$ cat config.mk
export PLATFORM = sky130hd
export DESIGN_NAME = win3x3_gen
export DESIGN_NICKNAME = d
export VERILOG_FILES = /design/src/rtl/win_pkg.sv /design/src/rtl/win_line_buf.sv /design/src/rtl/win3x3_gen.sv
export SDC_FILE = /design/constraint.sdc
export NUM_CORES = 1
export LEC_CHECK = 0
export CORE_AREA = 2 2 138 140
export CTS_BUF_LIST = sky130_fd_sc_hd__clkbuf_4 sky130_fd_sc_hd__clkbuf_8
export DETAILED_ROUTE_END_ITERATION = 6
export DIE_AREA = 0 0 140 142
export MAX_ROUTING_LAYER = met4
export PLACE_DENSITY_LB_ADDON = 0.12
export RECOVER_POWER = 100
export SLEW_MARGIN = 10
export SYNTH_ARGS = -nofsm -noshare
export SYNTH_HDL_FRONTEND = slang
export SYNTH_HIERARCHICAL = 1
export SYNTH_SLANG_ARGS = --single-unit
$ cat constraint.sdc
create_clock -name clk -period 7.2 [get_ports clk]
set_clock_uncertainty 0.15 [all_clocks]
set_input_delay 2.16 -clock clk [delete_from_list [all_inputs] [get_ports clk]]
set_output_delay 2.16 -clock clk [all_outputs]
set_load 0.005 [all_outputs]
$ cat src/rtl/win_pkg.sv
// Shared defaults and window element indices for the 3x3 window generator.
package win_pkg;

    localparam int DEF_DATA_W = 8;
    localparam int DEF_IMG_W  = 8;
    localparam int DEF_IMG_H  = 8;

    localparam int WIN_TL = 0;
    localparam int WIN_TC = 1;
    localparam int WIN_TR = 2;
    localparam int WIN_ML = 3;
    localparam int WIN_MC = 4;
    localparam int WIN_MR = 5;
    localparam int WIN_BL = 6;
    localparam int WIN_BC = 7;
    localparam int WIN_BR = 8;
    localparam int WIN_N  = 9;

endpackage

$ cat src/rtl/win_line_buf.sv
// Row-delay line: a DEPTH-deep shift register that advances only when en is high;
// dout is the value shifted in DEPTH enables ago.
module win_line_buf #(
    parameter int DEPTH = 8,
    parameter int WIDTH = 8
) (
    input  logic             clk,
    input  logic             en,
    input  logic [WIDTH-1:0] din,
    output logic [WIDTH-1:0] dout
);

    logic [WIDTH-1:0] mem_q [DEPTH];
    logic [WIDTH-1:0] mem_d [DEPTH];

    // NOTE: every signal written in always_comb gets a default first, so no latch is inferred.
    always_comb begin
        mem_d = mem_q;
        if (en) begin
            mem_d[0] = din;
            for (int i = 1; i < DEPTH; i++) begin
                mem_d[i] = mem_q[i-1];
            end
        end
    end

    // NOTE: storage arrays are left out of reset; stale contents are masked downstream,
    // and skipping the reset keeps the array mappable to plain flops/SRLs.
    // NOTE: sequential state uses non-blocking assignment so all flops update together.
    always_ff @(posedge clk) begin
        mem_q <= mem_d;
    end

    assign dout = mem_q[DEPTH-1];

endmodule

$ cat src/rtl/win3x3_gen.sv
// Streaming 3x3 window generator with ready/valid on both sides.
// Optional macro WIN3X3_LAST_EN adds win_last, flagging the final window of a frame.
module win3x3_gen
    import win_pkg::*;
#(
    parameter int DATA_W = DEF_DATA_W,
    parameter int IMG_W  = DEF_IMG_W,
    parameter int IMG_H  = DEF_IMG_H
) (
    input  logic                    clk,
    input  logic                    rst,
    input  logic                    pix_valid,
    output logic                    pix_ready,
    input  logic [DATA_W-1:0]       pix_data,
    output logic                    win_valid,
    input  logic                    win_ready,
    output logic [WIN_N*DATA_W-1:0] win_data
`ifdef WIN3X3_LAST_EN
    ,
    output logic                    win_last
`endif
);

    localparam int CW = $clog2(IMG_W);
    localparam int RW = $clog2(IMG_H);
    localparam logic [CW-1:0] COL_LAST = CW'(IMG_W - 1);
    localparam logic [RW-1:0] ROW_LAST = RW'(IMG_H - 1);

    logic [CW-1:0]     col_q, col_d;
    logic [RW-1:0]     row_q, row_d;
    logic              win_valid_q, win_valid_d;
    logic [DATA_W-1:0] win_q [WIN_N];
    logic [DATA_W-1:0] win_d [WIN_N];
    logic [DATA_W-1:0] lb1_out, lb2_out;
    logic              pix_accept;

    // No skid buffer: a held window blocks the input until it is taken.
    assign pix_ready  = !win_valid_q || win_ready;
    assign pix_accept = pix_valid && pix_ready;

    win_line_buf #(.DEPTH(IMG_W), .WIDTH(DATA_W)) u_lb1 (
        .clk  (clk),
        .en   (pix_accept),
        .din  (pix_data),
        .dout (lb1_out)
    );

    win_line_buf #(.DEPTH(IMG_W), .WIDTH(DATA_W)) u_lb2 (
        .clk  (clk),
        .en   (pix_accept),
        .din  (lb1_out),
        .dout (lb2_out)
    );

    always_comb begin
        col_d       = col_q;
        row_d       = row_q;
        win_valid_d = win_valid_q;
        win_d       = win_q;
        if (pix_accept) begin
            if (col_q == COL_LAST) begin
                col_d = '0;
                row_d = (row_q == ROW_LAST) ? '0 : row_q + 1'b1;
            end else begin
                col_d = col_q + 1'b1;
            end
            for (int i = 0; i < 3; i++) begin
                win_d[3*i]   = win_q[3*i+1];
                win_d[3*i+1] = win_q[3*i+2];
            end
            win_d[WIN_TR] = lb2_out;
            win_d[WIN_MR] = lb1_out;
            win_d[WIN_BR] = pix_data;
            // Row/column gating keeps windows from spanning a row wrap or frame edge.
            win_valid_d   = (row_q >= RW'(2)) && (col_q >= CW'(2));
        end else if (win_ready) begin
            win_valid_d = 1'b0;
        end
    end

    always_ff @(posedge clk or negedge rst) begin
        if (!rst) begin
            col_q       <= '0;
            row_q       <= '0;
            win_valid_q <= 1'b0;
            for (int k = 0; k < WIN_N; k++) begin
                win_q[k] <= '0;
            end
        end else begin
            col_q       <= col_d;
            row_q       <= row_d;
            win_valid_q <= win_valid_d;
            win_q       <= win_d;
        end
    end

    assign win_valid = win_valid_q;

    for (genvar k = 0; k < WIN_N; k++) begin : g_pack
        assign win_data[k*DATA_W +: DATA_W] = win_q[k];
    end

`ifdef WIN3X3_LAST_EN
    logic win_last_q, win_last_d;

    always_comb begin
        win_last_d = win_last_q;
        if (pix_accept) begin
            win_last_d = (row_q == ROW_LAST) && (col_q == COL_LAST);
        end else if (win_ready) begin
            win_last_d = 1'b0;
        end
    end

    always_ff @(posedge clk or negedge rst) begin
        if (!rst) begin
            win_last_q <= 1'b0;
        end else begin
            win_last_q <= win_last_d;
        end
    end

    assign win_last = win_last_q;
`endif

endmodule
# Yosys cells after proc, flatten, opt, wreduce, memory -nomap -nowiden
# Cells that the tools add are included.
# Widths: inputs -> output; s select.
# op_classes
n_addsub	2
n_mul	0
n_div	0
n_lt_le_gt_ge	2
n_eq_ne	2
shifts	0
mux	4
n_bitwise	0
reduce_logical	6
# op_table
cell	n
$add 3x1->3 const B	2
$eq 3x3->1 const B	2
$ge 3x2->1 const B	2
$mux 3	2
$logic_and 1x1->1	2
$mux 1	2
$reduce_and 2->1	1
$reduce_bool 2->1	1
$logic_not 1->1	1
$logic_or 1x1->1	1
# totals
regBits	207
latch_bits	0
ramBits	0
rom_bits	0
inputBits	12
out_inout_bits	74
elab_cells	44
memories	0

# Longest topological paths before layout
# Gate-level depths: netlist (run 1).
# depth
depth_word	4
ltp_mapped	6
mapped_depth_nobuf	5

# Hierarchy
# Netlist (run 1), hierarchy kept.
# modules_own_cells
module	instances	cells_each	area_each_um2	seq_area_each_um2
win_line_buf	2	72	1981.9	1921.8
win3x3_gen	1	186	3255.6	1976.9

# Least setup slack after synthesis (run 1)
# No wires, ideal clock.
# synth_timing
path_kind	input-to-reg
startpoint	input port win_ready
endpoint	register u_lb1.mem_q (netlist bit u_lb1/dout[0]), enable pin
setup_time_ps	481
arrival_ps	5085
required_ps	6569
slack_ps	1483
stages	6
n_path_buf	2
path_cell_list	nor2b_4 > inv_4 > nand2_4 > buf_8 > buf_12 > inv_1
# synth_via
elab_chain_len	2
# synth_lines
item	line_no	rtl
start: declaration	win3x3_gen.sv:16	input logic win_ready,
$logic_or 1x1->1	win3x3_gen.sv:38	assign pix_ready = !win_valid_q || win_ready;
named net pix_ready	win3x3_gen.sv:13	output logic pix_ready,
$logic_and 1x1->1	win3x3_gen.sv:39	assign pix_accept = pix_valid && pix_ready;
named net pix_accept	win3x3_gen.sv:35	logic pix_accept;
end signal: assignment	win_line_buf.sv:31	mem_q <= mem_d;
end: declaration	win_line_buf.sv:13	logic [WIDTH-1:0] mem_q [DEPTH];
# The timed path passes the listed nets, and every way through them passes these cells.
# A chain may end at the register's enable or synchronous reset.

# Final worst setup path (run 1)
# layout_timing
startpoint	input port win_ready
endpoint	output port pix_ready
# layout_via
elab_chain_len	1
# layout_lines
item	line_no
$logic_or 1x1->1	win3x3_gen.sv:38
end: declaration	win3x3_gen.sv:13
# Every way passes these cells.

==> results of run 1 <==
worst max-delay path, delay by kind of cell:
kind / cells / cell delay [ps]
buffers and inverters: 3 / 1360
and+or+nand+nor: 1 / 290
Yosys cell counts:
library cell	count
nor2b_4	1
nor2_1	3
buf_12	4
buf_8	1
nand2_1	1
dfrtp_1	79
nand2_4	1
inv_1	4
mux2_2	38
o21ai_0	5
inv_4	1
nor3_1	1
mux2_4	38
ha_1	5
edfxtp_1	128
buf_4	19
o41ai_1	1
area by class of cell:
| class | count | area (um^2) |
|---|---|---|
| Fill cell | 1610 | 9790 |
| Sequential cell | 207 | 5820 |
| Tap cell | 234 | 293 |
| Timing Repair Buffer | 86 | 853 |
| Clock inverter | 10 | 41.3 |
| Inverter | 5 | 22.5 |
| Clock buffer | 53 | 642 |
| Multi-Input combinational cell | 94 | 990 |
registers in the layout, indices dropped and copies added, names as in the netlist:
name and cells:
col_q 3, row_q 3, u_lb1/dout 8, u_lb1/mem_q 56
u_lb2/dout 8, u_lb2/mem_q 56, win_data 72, win_valid 1
routing by layer:
layer / vias up / GRT usage (%)
met3: 31 / 3.40
li1: 1423 / -
met4: 0 / 5.32
met2: 112 / 16.0
met1: 1584 / 14.3
met5: - / -
layout by cell type, fill, tap and decap left out, drive strengths merged:
cell and n:
buf 1, clkbuf 54, clkinv 10, clkinvlp 1
dfrtp 79, dlygate4sd3 84, edfxtp 128, ha 5
inv 4, mux2 76, nand2 2, nor2 3
nor2b 1, nor3 1, o21ai 5, o41ai 1
final timing paths:
check                                        to  slack [ps]  cells after the start
worst max register to register    u_lb2/dout[0]        3190                      4
worst min-delay path            u_lb1/mem_q[19]         260                      0
min in group asynchronous          win_data[21]        1710                      1
worst max-delay path                  pix_ready        1090                      4
max in group asynchronous          win_data[67]        4540                      1
worst min register to register  u_lb1/mem_q[19]         260                      0
kinds of logic after synthesis:
group / count (synthesis) / share of synthesized area [%]
flip-flops: 207 / 80.6
multiplexers: 76 / 13.8
buffers and inverters: 29 / 3.59
AND/OR/NAND/NOR: 7 / 0.624
AO/OA/AOI/OAI: 6 / 0.468
adder cells (fa/ha/maj): 5 / 0.867
power by group through the flow:
stage	logic, mW	clock network (mW)	registers (mW)
floorplan	0.350	0	1.78
global placement	0.739	0	1.78
detailed placement	0.749	0	1.79
CTS	0.752	1.06	1.78
global route	0.662	1.11	1.80
finish	0.598	1.01	1.76
==> results.yml, run 1 <==
route:
  post_drt_wl_per_cell_um: 15.1
  totalWireLength_um: 10400
  wl_met3_um: 635
  wl_met1_um: 4900
  highest_layer: "met4"
  route.vias.total: 3150
  wl_met2_um: 4610
  dr.pass1.iters: 6
  ant_nets: 0
  viasPerCell: 4.57
  drt-initial-drc-count: 200
  drc: 7
flow_run:
  drv_cap: 2
clocking:
  cts_hold_buffers: 0
  cts_resized: 0
  cts_tree: "yes"
  cts-htree-levels: 2
  clk_pin_slew_ps: 60
  clk_latency_ps: 490
  cts_buffers: 37
  cts_sinks: 207
  root_buffer: "clkbuf_8"
  cts_setup_buffers: 0
  cts_max_path_buffers: 3
sta:
  final.setup.tns_ps: 0
  timing.hold.ws_ps: 261
  hold_viol_final: 0
  rsz0062_at_grt: "false"
  finalSetupViolCount: 0
  tightest_slew_ps: 1760
  fmax_ghz: 0.164
  post-route-period-util_pct: 84.9
  maxSlewViolCount: 168
  fin_crit_ps: 6110
  setup_slack_ps: 1090
  slew_headroom_pct: -17.9
die:
  die_area_um2: 19900
  die_x_um: 140
  rows: 50
  die_y_um: 142
  initial_core_util_pct: 39.1
  core_um2: 18500
  io_pins: 86
placement:
  io_buffers: 85
  hpwlAfterDp_um: 5370
  dp.cells: 626
  gp_congestion: 0.676
  dp_slack_ps: 1600
  dpl_cell_area_um2: 8140
final_layout:
  layout-drive-gt1-share_pct: 22.0
  nets: 448
  area.growth.synth_to_final_pct: 20.0
  final_cell_count_no_fill: 689
  n_antenna_cell: 0
  final_core_util_pct: 46.9
  stdcell_area_um2: 8660
global_routing:
  grt_pass1_wl_um: 17000
  grt.total_usage_pct: 11.1
  antenna_found_initial: 0
  grt_max_degree: 129
  grt_pass1_vias: 3260
  grt_overflow: 0
critical_path:
  crit_slowest_cell: "dlygate4sd3_1"
  cp_max_fo: 5
  cp.required_ps: 4890
  r2r_start: "win_valid"
  critical-path-max-stage-delay_ps: 600
  worstPathCellList: "dlygate4sd3_1, nor2b_1, clkinvlp_2, dlygate4sd3_1"
  crit_top_cell: "dlygate4sd3_1"
  endpoint_kind: "output pin"
  critPathLaunchType: "input port"
  path_class: "in2out"
  crit_path_start: "win_ready"
  critPathArrivalTime_ps: 3800
power:
  p_comb_share_pct: 17.8
  internal_power_mw: 2.55
  p_per_area_nw_per_um2: 389
  switching_share_pct: 24.2
  totalPowerFinal_mw: 3.37
  irDropWorstVdd_mv: 0.166
  p_sw_mw: 0.815
  p_seq_share_pct: 52.2
  power.leakage_nw: 3.29
  power_frac_clock_pct: 30.0
logic_synthesis:
  synth-seq-cells: 207
  synth.distinct_cells: 17
  syn_inst: 330
  ys_seq_area_share_pct: 80.6
  synth_area_leaders: "edfxtp_1, dfrtp_1, mux2_4"
  syn_avg_cell_area_um2: 21.9
  yosysWarningCount: 6
  yosysTopAreaCellShare_pct: 53.2
  synth_nets: 347
  synth_top_area_cell: "edfxtp_1"
  syn_area_um2: 7220
outcome:
  outcome: "finished with violations"
  violations: "DRC, capacitance limit, slew limit"
hold_path:
  min_from: "u_lb1/mem_q[27]"
  hold_path_class: "reg2reg"
No activity file was read; power rests on OpenSTA's default activity.
==> run 2, diff against run 1 <==
==> constraint.sdc (replaced) <==
create_clock -name clk -period 5.05 [get_ports clk]
set_clock_uncertainty 0.15 [all_clocks]
set_input_delay 1.515 -clock clk [delete_from_list [all_inputs] [get_ports clk]]
set_output_delay 1.515 -clock clk [all_outputs]
set_load 0.005 [all_outputs]
==> run 2 against run 1 <==
Compared with the run above:
- the flow still finishes with violations (DRC, capacitance limit, slew limit)
- global-route usage increased by 0.21 points
- core utilization increased by 0.45 points
- first-iteration DRC count decreased by 11%
- die area unchanged
- wire length decreased by 0.31%
- cell area increased by 0.95%
- sequential share of layout area decreased by 0.63 points
- critical path depth unchanged
- sequential power increased by 42%
- critical endpoint unchanged
- highest routed layer unchanged
==> results.yml, run 2 (synthesis gave the netlist of run 1 again) <==
outcome:
  outcome: "finished with violations"
  violations: "DRC, capacitance limit, slew limit"
critical_path:
  endpoint_kind: "output pin"
  worstPathCellList: "dlygate4sd3_1, nor2b_1, inv_4, clkdlybuf4s50_1"
  critPathArrivalTime_ps: 2900
  r2r_start: "win_valid"
  critical-path-max-stage-delay_ps: 540
  critPathLaunchType: "input port"
  crit_path_start: "win_ready"
  path_class: "in2out"
  r2r_slack_ps: 1980
  crit_buf_inv: 3
  worst_r2r_endpoint: "u_lb2/mem_q[36]"
  cp_max_fo: 5
  cp.required_ps: 3390
  reg2reg_depth: 5
  crit_slowest_cell: "dlygate4sd3_1"
  critPathTopFamily: "buffers and inverters"
die:
  die_x_um: 140
  core_um2: 18500
  die_area_um2: 19900
  io_pins: 86
  die_y_um: 142
  initial_core_util_pct: 39.1
  rows: 50
final_layout:
  largest_register_ffs: 72
  final_cell_mix: "edfxtp_1, dlygate4sd3_1, dfrtp_1"
  nets: 451
  n_antenna_cell: 0
  final_cell_count_no_fill: 696
  layout_commonest_cell: "edfxtp_1"
  fill_cells: 1589
  area.growth.synth_to_final_pct: 21.1
  layout-drive-gt1-share_pct: 23.8
  multi_input_area_um2: 990
  final_core_util_pct: 47.4
  seqCellArea_um2: 5820
route:
  dr.pass1.iters: 7
  ant_nets: 0
  viasPerCell: 4.48
  route.vias.total: 3121
  totalWireLength_um: 10400
  drt-initial-drc-count: 178
  post_drt_wl_per_cell_um: 14.9
  drc: 8
placement:
  hpwlAfterDp_um: 5630
  io_buffers: 85
  gp_congestion: 0.663
  dp.cells: 629
sta:
  fin_crit_ps: 4570
  rsz0062_at_grt: "false"
  final.setup.tns_ps: 0
  fmax_ghz: 0.219
  post-route-period-util_pct: 90.4
  hold_viol_final: 0
  finalSetupViolCount: 0
  maxSlewViolCount: 110
  slew_headroom_pct: -36.9
  tightest_slew_ps: 2050
hold_path:
  min_from: "u_lb2/mem_q[10]"
  hold_end: "u_lb2/dout[2]"
  whs_path_depth: 0
  hold_path_class: "reg2reg"
global_routing:
  grt_max_degree: 80
  antenna_found_initial: 0
  grt.total_usage_pct: 11.3
  grt_overflow: 0
  grt_pass1_vias: 3312
  grt_pass1_wl_um: 17300
clocking:
  root_buffer: "clkbuf_8"
  cts_sinks: 207
  cts-htree-levels: 2
  clk_latency_ps: 500
  cts_tree: "yes"
  cts_resized: 0
  cts_buffers: 37
  cts_setup_buffers: 0
  cts_hold_buffers: 0
  cts_max_path_buffers: 3
  clk_pin_slew_ps: 60
flow_run:
  drv_cap: 2
power:
  totalPowerFinal_mw: 4.88
  p_per_area_nw_per_um2: 558
  power.leakage_nw: 3.33
  irDropWorstVdd_mv: 0.235
## run 2: per-stage QoR
step | cell area (um^2) | setup WS (ps) | hold WS (ps)
after CTS | 8930 | 728 | 253
after detailed placement | 8180 | 732 | 255
after floorplan | 7220 | 535 | 250
after global placement | 8180 | 739 | 250
final | 8740 | 484 | 263
after global routing | 8740 | 445 | 256
## run 2: worst max path at each step
stage	endpoint	slack, ps	cells after the start
after floorplan	u_lb1/dout[0]	530	6
after global placement	pix_ready	740	4
after detailed placement	pix_ready	730	4
after CTS	pix_ready	730	4
after global routing	pix_ready	450	4
final	pix_ready	480	4
## run 2: routing by layer
metal | routed length, um | GRT usage, % | share of wire, %
met1 | 4910 | 15.1 | 47
met3 | 778 | 3.63 | 7.5
met5 | 0 | - | 0
met4 | 347 | 5.64 | 3.3
met2 | 4370 | 15.5 | 42
## run 2: final cells by class
type / count / share of cell area (%)
clock inverter: 7 / 0.444
sequential: 207 / 66.6
tap: 234 / 3.35
inverter: 5 / 0.286
timing repair buffer: 89 / 9.89
multi-input combinational: 94 / 11.3
clock buffer: 60 / 8.16
## run 2: worst register-to-register path, delay by kind of cell (launching register included)
kind                   cells  cell delay (ps)
buffers and inverters      3             1520
AND/OR/NAND/NOR            2              540
flip-flops                 1              340
## run 2: power breakdown
group          total [mW]  internal (mW)  switching, mW  leakage, nW
clock network        1.53          0.893          0.639        0.394
registers            2.50           2.29          0.210         2.17
logic               0.850          0.534          0.316        0.769
total                4.88           3.72           1.17         3.33
